`src/rtl/time_set_ctrl.sv`:
```
// Button-driven MM:SS time-set sequencer: snapshot, per-digit edit, timed commit hold.
// Optional EDIT inactivity timeout is compiled in with `define TIME_SET_TIMEOUT_EN.
module time_set_ctrl #(
  parameter int unsigned CLK_HZ         = 100_000_000,
  parameter int unsigned BLINK_CYCLES   = 25_000_000,
  parameter int unsigned COMMIT_CYCLES  = 110_000_000,
  parameter int unsigned TIMEOUT_CYCLES = 1_000_000_000
) (
  input  logic       clk,
  input  logic       reset,
  input  logic       btn_mode,
  input  logic       btn_next,
  input  logic       btn_up,
  input  logic       btn_down,
  input  logic [3:0] current_time_0,
  input  logic [3:0] current_time_1,
  input  logic [3:0] current_time_2,
  input  logic [3:0] current_time_3,
  output logic       enable_time_set,
  output logic [3:0] time_setting_output_0,
  output logic [3:0] time_setting_output_1,
  output logic [3:0] time_setting_output_2,
  output logic [3:0] time_setting_output_3,
  output logic [1:0] digit_sel,
  output logic       blink
);

  localparam int unsigned BW = $clog2(BLINK_CYCLES + 1);
  localparam int unsigned CW = $clog2(COMMIT_CYCLES + 1);

  // Parameter sanity: the commit hold must outlast one full 1 Hz period.
  if (BLINK_CYCLES == 0) begin : g_bad_blink
    $error("time_set_ctrl: BLINK_CYCLES must be nonzero");
  end
  if (COMMIT_CYCLES <= CLK_HZ) begin : g_bad_commit
    $error("time_set_ctrl: COMMIT_CYCLES must exceed CLK_HZ");
  end
  if (TIMEOUT_CYCLES == 0) begin : g_bad_timeout
    $error("time_set_ctrl: TIMEOUT_CYCLES must be nonzero");
  end

  typedef enum logic [1:0] {
    ST_IDLE,
    ST_EDIT,
    ST_COMMIT
  } state_e;

  state_e          state_q, state_d;
  logic [3:0]      btn_meta_q, btn_sync_q, btn_prev_q;
  logic [3:0]      btn_evt;
  logic            evt_mode, evt_next, evt_up, evt_down, any_evt;
  logic [3:0][3:0] dig_q, dig_d;
  logic [1:0]      sel_q, sel_d;
  logic            blink_q, blink_d;
  logic [BW-1:0]   blink_cnt_q, blink_cnt_d;
  logic [CW-1:0]   commit_cnt_q, commit_cnt_d;
  logic            tmo_expired;

  function automatic logic [3:0] step_digit(input logic [3:0] v,
                                            input logic [3:0] lim,
                                            input logic       up);
    logic [3:0] r;
    if (up) r = (v >= lim) ? 4'd0 : v + 4'd1;
    else    r = (v == 4'd0 || v > lim) ? lim : v - 4'd1;
    return r;
  endfunction

  always_comb begin
    btn_evt  = btn_sync_q & ~btn_prev_q;
    evt_mode = btn_evt[0];
    evt_next = btn_evt[1];
    evt_up   = btn_evt[2];
    evt_down = btn_evt[3];
    any_evt  = |btn_evt;
  end

`ifdef TIME_SET_TIMEOUT_EN
  localparam int unsigned TW = $clog2(TIMEOUT_CYCLES + 1);
  logic [TW-1:0] tmo_cnt_q, tmo_cnt_d;

  // Counter runs only while EDIT is quiet; entry and every event restart it.
  always_comb begin
    tmo_cnt_d = '0;
    if (state_q == ST_EDIT && !any_evt) tmo_cnt_d = tmo_cnt_q + TW'(1);
  end

  always_ff @(posedge clk or posedge reset) begin
    if (reset) tmo_cnt_q <= '0;
    else       tmo_cnt_q <= tmo_cnt_d;
  end

  assign tmo_expired = (state_q == ST_EDIT) && !any_evt &&
                       (tmo_cnt_q == TW'(TIMEOUT_CYCLES - 1));
`else
  assign tmo_expired = 1'b0;
`endif

  always_comb begin
    state_d      = state_q;
    dig_d        = dig_q;
    sel_d        = sel_q;
    blink_d      = 1'b1;
    blink_cnt_d  = '0;
    commit_cnt_d = '0;
    unique case (state_q)
      ST_IDLE: begin
        if (evt_mode) begin
          dig_d[0] = current_time_0;
          dig_d[1] = current_time_1;
          dig_d[2] = current_time_2;
          dig_d[3] = current_time_3;
          sel_d    = 2'd0;
          state_d  = ST_EDIT;
        end
      end
      ST_EDIT: begin
        if (!any_evt) begin
          if (blink_cnt_q == BW'(BLINK_CYCLES - 1)) begin
            blink_d = ~blink_q;
          end else begin
            blink_d     = blink_q;
            blink_cnt_d = blink_cnt_q + BW'(1);
          end
        end
        if (evt_mode) begin
          state_d = ST_COMMIT;
        end else if (evt_next) begin
          sel_d = sel_q + 2'd1;
        end else if (evt_up ^ evt_down) begin
          // Even indices are tens digits (0..5), odd are ones digits (0..9).
          dig_d[sel_q] = step_digit(dig_q[sel_q], sel_q[0] ? 4'd9 : 4'd5, evt_up);
        end else if (tmo_expired) begin
          state_d = ST_COMMIT;
        end
      end
      ST_COMMIT: begin
        if (commit_cnt_q == CW'(COMMIT_CYCLES - 1)) state_d = ST_IDLE;
        else commit_cnt_d = commit_cnt_q + CW'(1);
      end
      default: state_d = ST_IDLE;
    endcase
  end

  always_ff @(posedge clk or posedge reset) begin
    if (reset) begin
      btn_meta_q   <= '0;
      btn_sync_q   <= '0;
      btn_prev_q   <= '0;
      state_q      <= ST_IDLE;
      dig_q        <= '0;
      sel_q        <= '0;
      blink_q      <= 1'b1;
      blink_cnt_q  <= '0;
      commit_cnt_q <= '0;
    end else begin
      btn_meta_q   <= {btn_down, btn_up, btn_next, btn_mode};
      btn_sync_q   <= btn_meta_q;
      btn_prev_q   <= btn_sync_q;
      state_q      <= state_d;
      dig_q        <= dig_d;
      sel_q        <= sel_d;
      blink_q      <= blink_d;
      blink_cnt_q  <= blink_cnt_d;
      commit_cnt_q <= commit_cnt_d;
    end
  end

  assign enable_time_set       = (state_q != ST_IDLE);
  assign time_setting_output_0 = dig_q[0];
  assign time_setting_output_1 = dig_q[1];
  assign time_setting_output_2 = dig_q[2];
  assign time_setting_output_3 = dig_q[3];
  assign digit_sel             = sel_q;
  assign blink                 = blink_q;

endmodule
```
`config.mk`:
```
export PLATFORM = sky130hd
export DESIGN_NAME = time_set_ctrl
export DESIGN_NICKNAME = d
export VERILOG_FILES = /design/src/rtl/time_set_ctrl.sv
export SDC_FILE = /design/constraint.sdc
export NUM_CORES = 1
export LEC_CHECK = 0
export ABC_AREA = 1
export BUFFER_PORTS_ARGS = -buffer_cell sky130_fd_sc_hd__buf_2
export CELL_PAD_IN_SITES_DETAIL_PLACEMENT = 0
export CELL_PAD_IN_SITES_GLOBAL_PLACEMENT = 1
export CORE_MARGIN = 5
export CORE_UTILIZATION = 40
export DETAILED_ROUTE_END_ITERATION = 12
export HOLD_SLACK_MARGIN = 0.06
export PLACE_DENSITY_LB_ADDON = 0.1
export SYNTH_ARGS = -nofsm -noshare
export SYNTH_HDL_FRONTEND = slang
export SYNTH_SLANG_ARGS = --single-unit
```
`constraint.sdc`:
```
create_clock -name clk -period 2.78 [get_ports clk]
set_clock_uncertainty 0.2 [all_clocks]
set_input_delay 0.139 -clock clk [delete_from_list [all_inputs] [get_ports clk]]
set_output_delay 0.139 -clock clk [all_outputs]
set_load 0.005 [all_outputs]
```
==> out/qor.yml, run 1 <==
clkSinkCount: 85
regArea_sq_um: 2130
grt_max_degree: 46
syn_avg_cell_area_sq_um: 7.97
hold_viol: 0
port_buffers: 41
yosysWarnings: 0
maxCapViolCount: 0
globalplace.congestion: 0.903
tritoncts: "yes"
die_height_um: 120
critPathRequiredTime_ns: 2.84
place_hpwl_um: 8750
r2r_slack_ns: 0.27
fmax_mhz: 398
initialDrtViolationCount: 306
top_usage_layer: "met2"
path_buf_inv: 2
fillers: 1219
htree_levels: 3
antenna_found_initial: 0
slew_headroom_pct: 50.6
first_pass_iters: 4
period_minus_slack_ns: 2.51
gr-usage-met3_pct: 3.72
critPathLaunchType: "register"
crit_family: "simple AND/OR/NAND/NOR gates"
grt_pass1_vias: 4033
tns_ns: 0
fin_util_pct: 48.2
hold_ws_ns: 0.146
status: "completed"
synthFlopType: "dfrtp_1"
critPathMaxStageDelay_ns: 0.48
ir_drop_mv: 0.317
syn-cell-area_sq_um: 4810
timing.final.crit_share_pct: 90.3
seq_area_frac_synth_pct: 44.3
core_sq_um: 11900
hold_path_depth: 0
wirelength_um: 11900
synth_area_leaders: "dfrtp_1 (44%), nand2_1 (9.0%), nor2_1 (6.1%), inv_1 (5.7%), a21oi_1 (3.6%)"
cts-root-buf: "clkbuf_16"
rsz0062_at_grt: "false"
crit_fanout: 8
power_density_nw_per_um2: 879
start_util_pct: 40.4
clock_path_buffers: 2
worstReg2RegEnd: "time_setting_output_1[1]$_DFFE_PP0P_"
r2r_cells: 14
hp-start: "btn_meta_q[0]$_DFF_PP0_"
met2_usage_pct: 27.5
slew_viol_final: 0
ys_types: 43
grt_usage_pct: 17.3
leakagePower_nw: 2.53
drt-vias-per-instance: 4.98
crit_chain: "inv_2 > nand3_1 > nand2_2 > inv_1 > ha_1 > nand2_1 > nor2_1 > nor2_1 > nand3_1 > nor2_1 > nand2_1 > o21ai_2 > nand2_1 > a22oi_1"
tightest_slew_ns: 0.741
whs_endpoint: "btn_sync_q[0]$_DFF_PP0_"
ios: 42
total_power_mw: 5.04
num_antenna_cells: 0
hold_class: "reg2reg"
worstSetupEndpointType: "register"
cts_inserted_buffers: 9
dieArea_sq_um: 14300
grt_pass1_wl_um: 20100
async_reset_ff_share_pct: 100
multi_input_area_sq_um: 2310
drive_above_1_share_pct: 18.3
critPathSlowestCell: "dfrtp_1"
nets: 712
placed_area_sq_um: 5210
use_met1_pct: 23.5
synth_enable_flop_cells: 0
yosysTopAreaCell: "dfrtp_1"
yosysTopAreaCellShare_pct: 43.7
num_vias: 4126
die_width_um: 120
critPathArrivalTime_ns: 2.57
drcViolationCount: 0
area_growth_pct: 19.4
ant_nets: 0
clock_latency_ns: 0.34
synth_cells: 603
rows: 40
worstReg2RegStart: "digit_sel[1]$_DFFE_PP0P_"
worstSetupPathType: "reg2reg"
yosys_register_bits: 85
setup_viol: 0
grt-ovfl-total: 0
clk_pin_slew_ns: 0.06
wire_per_inst_um: 14.3
fin_area_sq_um: 5740
mappedNetlistNets: 638
-- worst max-delay path by stage --
stage | start | end | depth (start not counted)
global placement | digit_sel[0]$_DFFE_PP0P_ | time_setting_output_3[1]$_DFFE_PP0P_ | 15
detailed placement | digit_sel[0]$_DFFE_PP0P_ | time_setting_output_1[1]$_DFFE_PP0P_ | 15
CTS | digit_sel[0]$_DFFE_PP0P_ | time_setting_output_1[1]$_DFFE_PP0P_ | 15
global route | digit_sel[0]$_DFFE_PP0P_ | time_setting_output_3[0]$_DFFE_PP0P_ | 15
floorplan | reset | blink_cnt_q[0]$_DFF_PP0_ | 1
finish | digit_sel[1]$_DFFE_PP0P_ | time_setting_output_1[1]$_DFFE_PP0P_ | 14
-- worst reg2reg max path, stage by stage, from the launching register on --
cell     delay, ns
dfrtp_1       0.48
inv_2         0.17
nand3_1       0.11
nand2_2       0.11
inv_1         0.08
ha_1          0.30
nand2_1       0.08
nor2_1        0.04
nor2_1        0.11
nand3_1       0.15
nor2_1        0.16
nand2_1       0.08
o21ai_2       0.13
nand2_1       0.09
a22oi_1       0.15
-- layer usage --
metal / routed length [um] / part of all wire (%) / vias to the layer above
met5: 0 / 0 / -
met4: 176 / 1.5 / 0
met3: 394 / 3.3 / 13
met2: 5580 / 47 / 69
met1: 5730 / 48 / 1936
li1: - / - / 2108
-- final cells by class --
type / instances / share of cell area [%]
timing repair buffer: 70 / 8.46
tap: 147 / 3.21
multi-input combinational: 425 / 40.2
clock buffer: 13 / 4.54
clock inverter: 3 / 0.763
sequential: 85 / 37.1
inverter: 86 / 5.71
-- layout by cell type (no fill, tap or decap), drive strengths merged --
cell	n
a22oi	8
clkinv	5
buf	48
nor3b	2
nor2	93
nand3b	1
a211oi	3
o211a	1
nand3	37
bufinv	1
dfstp	1
a31oi	2
ha	13
or2	2
nand4	17
a21boi	4
clkbuf	14
xor2	16
nor4b	1
o21ai	19
nor4	4
nand2	128
inv	83
dfrtp	84
xnor2	2
a21oi	37
nor3	33
dlygate4sd3	21
o21a	2
-- cells by family after synthesis --
family,count (synthesis),share of synthesized area [%]
and+or+nand+nor,318,31.6
adders and majority gates,13,3.38
DFF,85,44.3
xor gates and xnor gates,18,3.28
buffers and inverters,93,7.89
AOI/OAI and AO/OA,76,9.58
-- flip-flops by register name (all words and copies together) (netlist names), 4 cells and up --
signal,count
commit_cnt_q,27
blink_cnt_q,25
btn_meta_q,4
btn_prev_q,4
btn_sync_q,4
time_setting_output_0,4
time_setting_output_1,4
time_setting_output_2,4
time_setting_output_3,4
-- where the power goes --
group / internal [mW] / switching (mW)
Combinational: 0.796 / 1.41
Sequential: 1.42 / 0.189
Clock: 0.746 / 0.486
-- through the flow --
step / setup slack (ns) / std cells
6_report: 0.269 / 829
4_1_cts: 0.0453 / 828
5_1_grt: 0.00391 / 829
3_3_place_gp: 0.128 / 791
2_1_floorplan: 0.249 / 603
3_5_place_dp: 0.0633 / 791
-- timing repair --
item / in CTS / in global routing
endpoints found under the hold margin: 60 / 0
setup buffers: 0 / 1
endpoints found under the setup margin: 0 / 16
hold buffers: 21 / 0
resized for setup: 0 / 4
-- cell usage after synthesis, types with 3 or more instances --
| library cell | count |
|---|---|
| a211oi_1 | 3 |
| a21boi_1 | 4 |
| a21oi_1 | 35 |
| a22oi_1 | 8 |
| buf_4 | 3 |
| dfrtp_1 | 84 |
| ha_1 | 13 |
| inv_1 | 73 |
| inv_2 | 9 |
| nand2_1 | 115 |
| nand2_2 | 11 |
| nand3_1 | 34 |
| nand4_1 | 16 |
| nor2_1 | 78 |
| nor2_2 | 9 |
| nor2_4 | 6 |
| nor3_1 | 28 |
| nor3_2 | 5 |
| nor4_1 | 4 |
| o21ai_0 | 8 |
| o21ai_1 | 7 |
| o21ai_2 | 4 |
| xor2_1 | 16 |
Power figures use the tool's default switching activity.
==> inputs of run 2 (changes only) <==
Settings changed: BUFFER_PORTS_ARGS -buffer_cell sky130_fd_sc_hd__buf_2 to not set, CORE_ASPECT_RATIO set to 1.25, DONT_BUFFER_PORTS set to 1.
==> out/qor.yml, run 2 (same netlist as run 1, synthesis figures left out) <==
initialDrtViolationCount: 208  # -32%
endpoint: "time_setting_output_0[3]$_DFFE_PP0P_"
place_hpwl_um: 8770  # +0.20%
ios: 42  # unchanged
leakagePower_nw: 2.34  # -7.6%
crit_fanout: 6  # -2
regArea_sq_um: 2130  # about the same
p_sw_share_pct: 43.0  # +1.6 points
r2r_cells: 17  # +3
num_antenna_cells: 0  # unchanged
clkSinkCount: 85  # unchanged
num_vias: 3980  # -3.5%
p_clk_share_pct: 22.4  # -2.0 points
tns_ns: 0  # unchanged
grt_pass1_vias: 4076  # +1.1%
critPathSlowestCell: "dfrtp_2"
intPower_mw: 2.72  # -8.0%
tightest_slew_ns: 0.588  # -0.153 ns
hold_class: "in2async"
worstReg2RegEnd: "time_setting_output_0[3]$_DFFE_PP0P_"
placed_cells: 762  # -3.7%
drt-vias-per-instance: 4.98  # about the same
start_util_pct: 41.0  # +0.64 points
multi_input_area_sq_um: 2310  # +0.16%
ir_drop_mv: 0.501  # +58%
slew_headroom_pct: 60.8  # +10 points
worstReg2RegStart: "digit_sel[0]$_DFFE_PP0P_"
setup_viol: 0  # unchanged
nets: 669  # -6.0%
drive_above_1_share_pct: 12.8  # -5.5 points
fin_cells: 800  # -3.5%
globalplace.congestion: 0.887  # -1.7%
critPathMaxStageDelay_ns: 0.44  # -0.04 ns
power_density_nw_per_um2: 868  # -1.2%
grt-ovfl-total: 0  # unchanged
period_minus_slack_ns: 2.57  # +0.0578 ns
ant_nets: 0  # unchanged
critPathLaunchType: "register"
path_buf_inv: 2  # unchanged
crit_top_cell: "nand2_1"
switchingPower_mw: 2.05  # -1.8%
cts_inserted_buffers: 9  # unchanged
grt_pass1_wl_um: 19800  # -1.1%
worstSetupPathType: "reg2reg"
rows: 44  # +10%
wirelength_um: 11600  # -2.1%
grt_max_degree: 57  # +24%
final_common_cell: "nand2_1"
r2r_slack_ns: 0.21  # -0.06 ns
hold_viol: 0  # unchanged
grt_usage_pct: 17.3  # +0.036 points
wire_per_inst_um: 14.5  # +1.5%
critPathRequiredTime_ns: 2.84  # about the same
largest_reg_flops: 27  # unchanged
htree_levels: 3  # unchanged
slew_viol_final: 0  # unchanged
crit_chain: "buf_4 > nand2_1 > nand3_1 > nand2_2 > inv_1 > ha_1 > nand2_1 > nor2_1 > nor2_1 > nand2_1 > nand2_1 > nand2_2 > a21oi_2 > nand2_1 > nand2_4 > nand2_1 > a21oi_1"
tritoncts: "yes"
rsz0062_at_grt: "false"
first_pass_iters: 4  # unchanged
crit_family: "simple AND/OR/NAND/NOR gates"
crit_cells: 17  # +3
fmax_mhz: 389  # -2.3%
clk_pin_slew_ns: 0.06  # about the same
dieArea_sq_um: 14300  # about the same
drcViolationCount: 0  # unchanged
fin_util_pct: 46.9  # -1.3 points
clock_path_buffers: 2  # unchanged
clock_latency_ns: 0.34  # about the same
final_cell_mix: "nand2_1 (115), dfrtp_1 (82), nor2_1 (77)"
maxCapViolCount: 0  # unchanged
seq_power_share_pct: 34.2  # +2.4 points
timing.final.crit_share_pct: 92.4  # +2.1 points
crit_path_start: "digit_sel[0]$_DFFE_PP0P_"
die_height_um: 133  # +11%
die_width_um: 108  # -9.7%
regMostFlops: "commit_cnt_q"
worstSetupEndpointType: "register"
area_growth_pct: 14.3
port_buffers: 0  # -100%
fillers: 1184  # -2.9%
reg_top3: "commit_cnt_q: 27 flops, blink_cnt_q: 25 flops"
antenna_found_initial: 0  # unchanged
cts-root-buf: "clkbuf_16"
status: "completed"
core_sq_um: 11700  # -1.6%
critPathArrivalTime_ns: 2.63  # +0.06 ns
p_comb_share_pct: 43.4  # -0.4 points
==> run 2: changes by cell type in the layout (fill, tap and decap cells not counted), moves of 2 or more <==
cell      previous run  this run
clkbuf_1             2         4
clkbuf_8             2         0
clkinv_2             3         5
buf_2               41         0
==> run 2: worst min path at each step <==
stage	startpoint	endpoint	slack, ns	cells past startpoint
after CTS	reset	blink_cnt_q[18]$_DFF_PP0_	0.13	2
after global routing	btn_up	btn_meta_q[2]$_DFF_PP0_	0.14	1
final	reset	blink_cnt_q[6]$_DFF_PP0_	0.11	2
after floorplan	btn_mode	btn_meta_q[0]$_DFF_PP0_	-0.03	0
after global placement	reset	blink_cnt_q[20]$_DFF_PP0_	-0.1	1
after detailed placement	reset	blink_cnt_q[18]$_DFF_PP0_	-0.09	1
==> run 2: layer usage <==
layer | up-vias | track usage [%] | share of wire (%)
li1 | 2031 | - | -
met1 | 1851 | 21.5 | 45
met2 | 80 | 29.6 | 48
met3 | 18 | 3.51 | 4.4
met4 | 0 | 6.25 | 2.4
met5 | - | 0 | 0
==> run 2: what timing repair did <==
item,in CTS,in global routing
hold buffers,21,0
endpoints found under the setup margin,0,12
resized for setup,0,7
hold endpoints to repair,105,0
buffers inserted,0,1
==> run 2: through the flow <==
| step | area, sq um | hold WS, ns | worst slack [ns] | total power, mW |
|---|---|---|---|---|
| after global routing | 5490 | 0.141 | 0.0400 | 5.18 |
| final | 5490 | 0.109 | 0.211 | 4.77 |
| after detailed placement | 5010 | -0.0894 | 0.129 | 3.65 |
| after floorplan | 4810 | -0.0296 | 0.249 | 3.12 |
| after CTS | 5470 | 0.125 | 0.103 | 4.77 |
| after global placement | 5010 | -0.0964 | 0.161 | 3.63 |
==> run 2: layout make-up <==
class                      count  area share [%]
sequential                    85            38.8
timing repair buffer          27            4.87
clock inverter                 3           0.273
multi-input combinational    425            42.1
inverter                      86            5.97
clock buffer                  13            4.37
tap                          161            3.67
==> run 2: power groups by stage <==
stage	combinational [mW]	sequential, mW	clock [mW]
detailed placement	1.99	1.65	0
finish	2.07	1.63	1.07
global placement	1.97	1.65	0
floorplan	1.55	1.57	0
CTS	2.02	1.63	1.12
global route	2.36	1.66	1.16
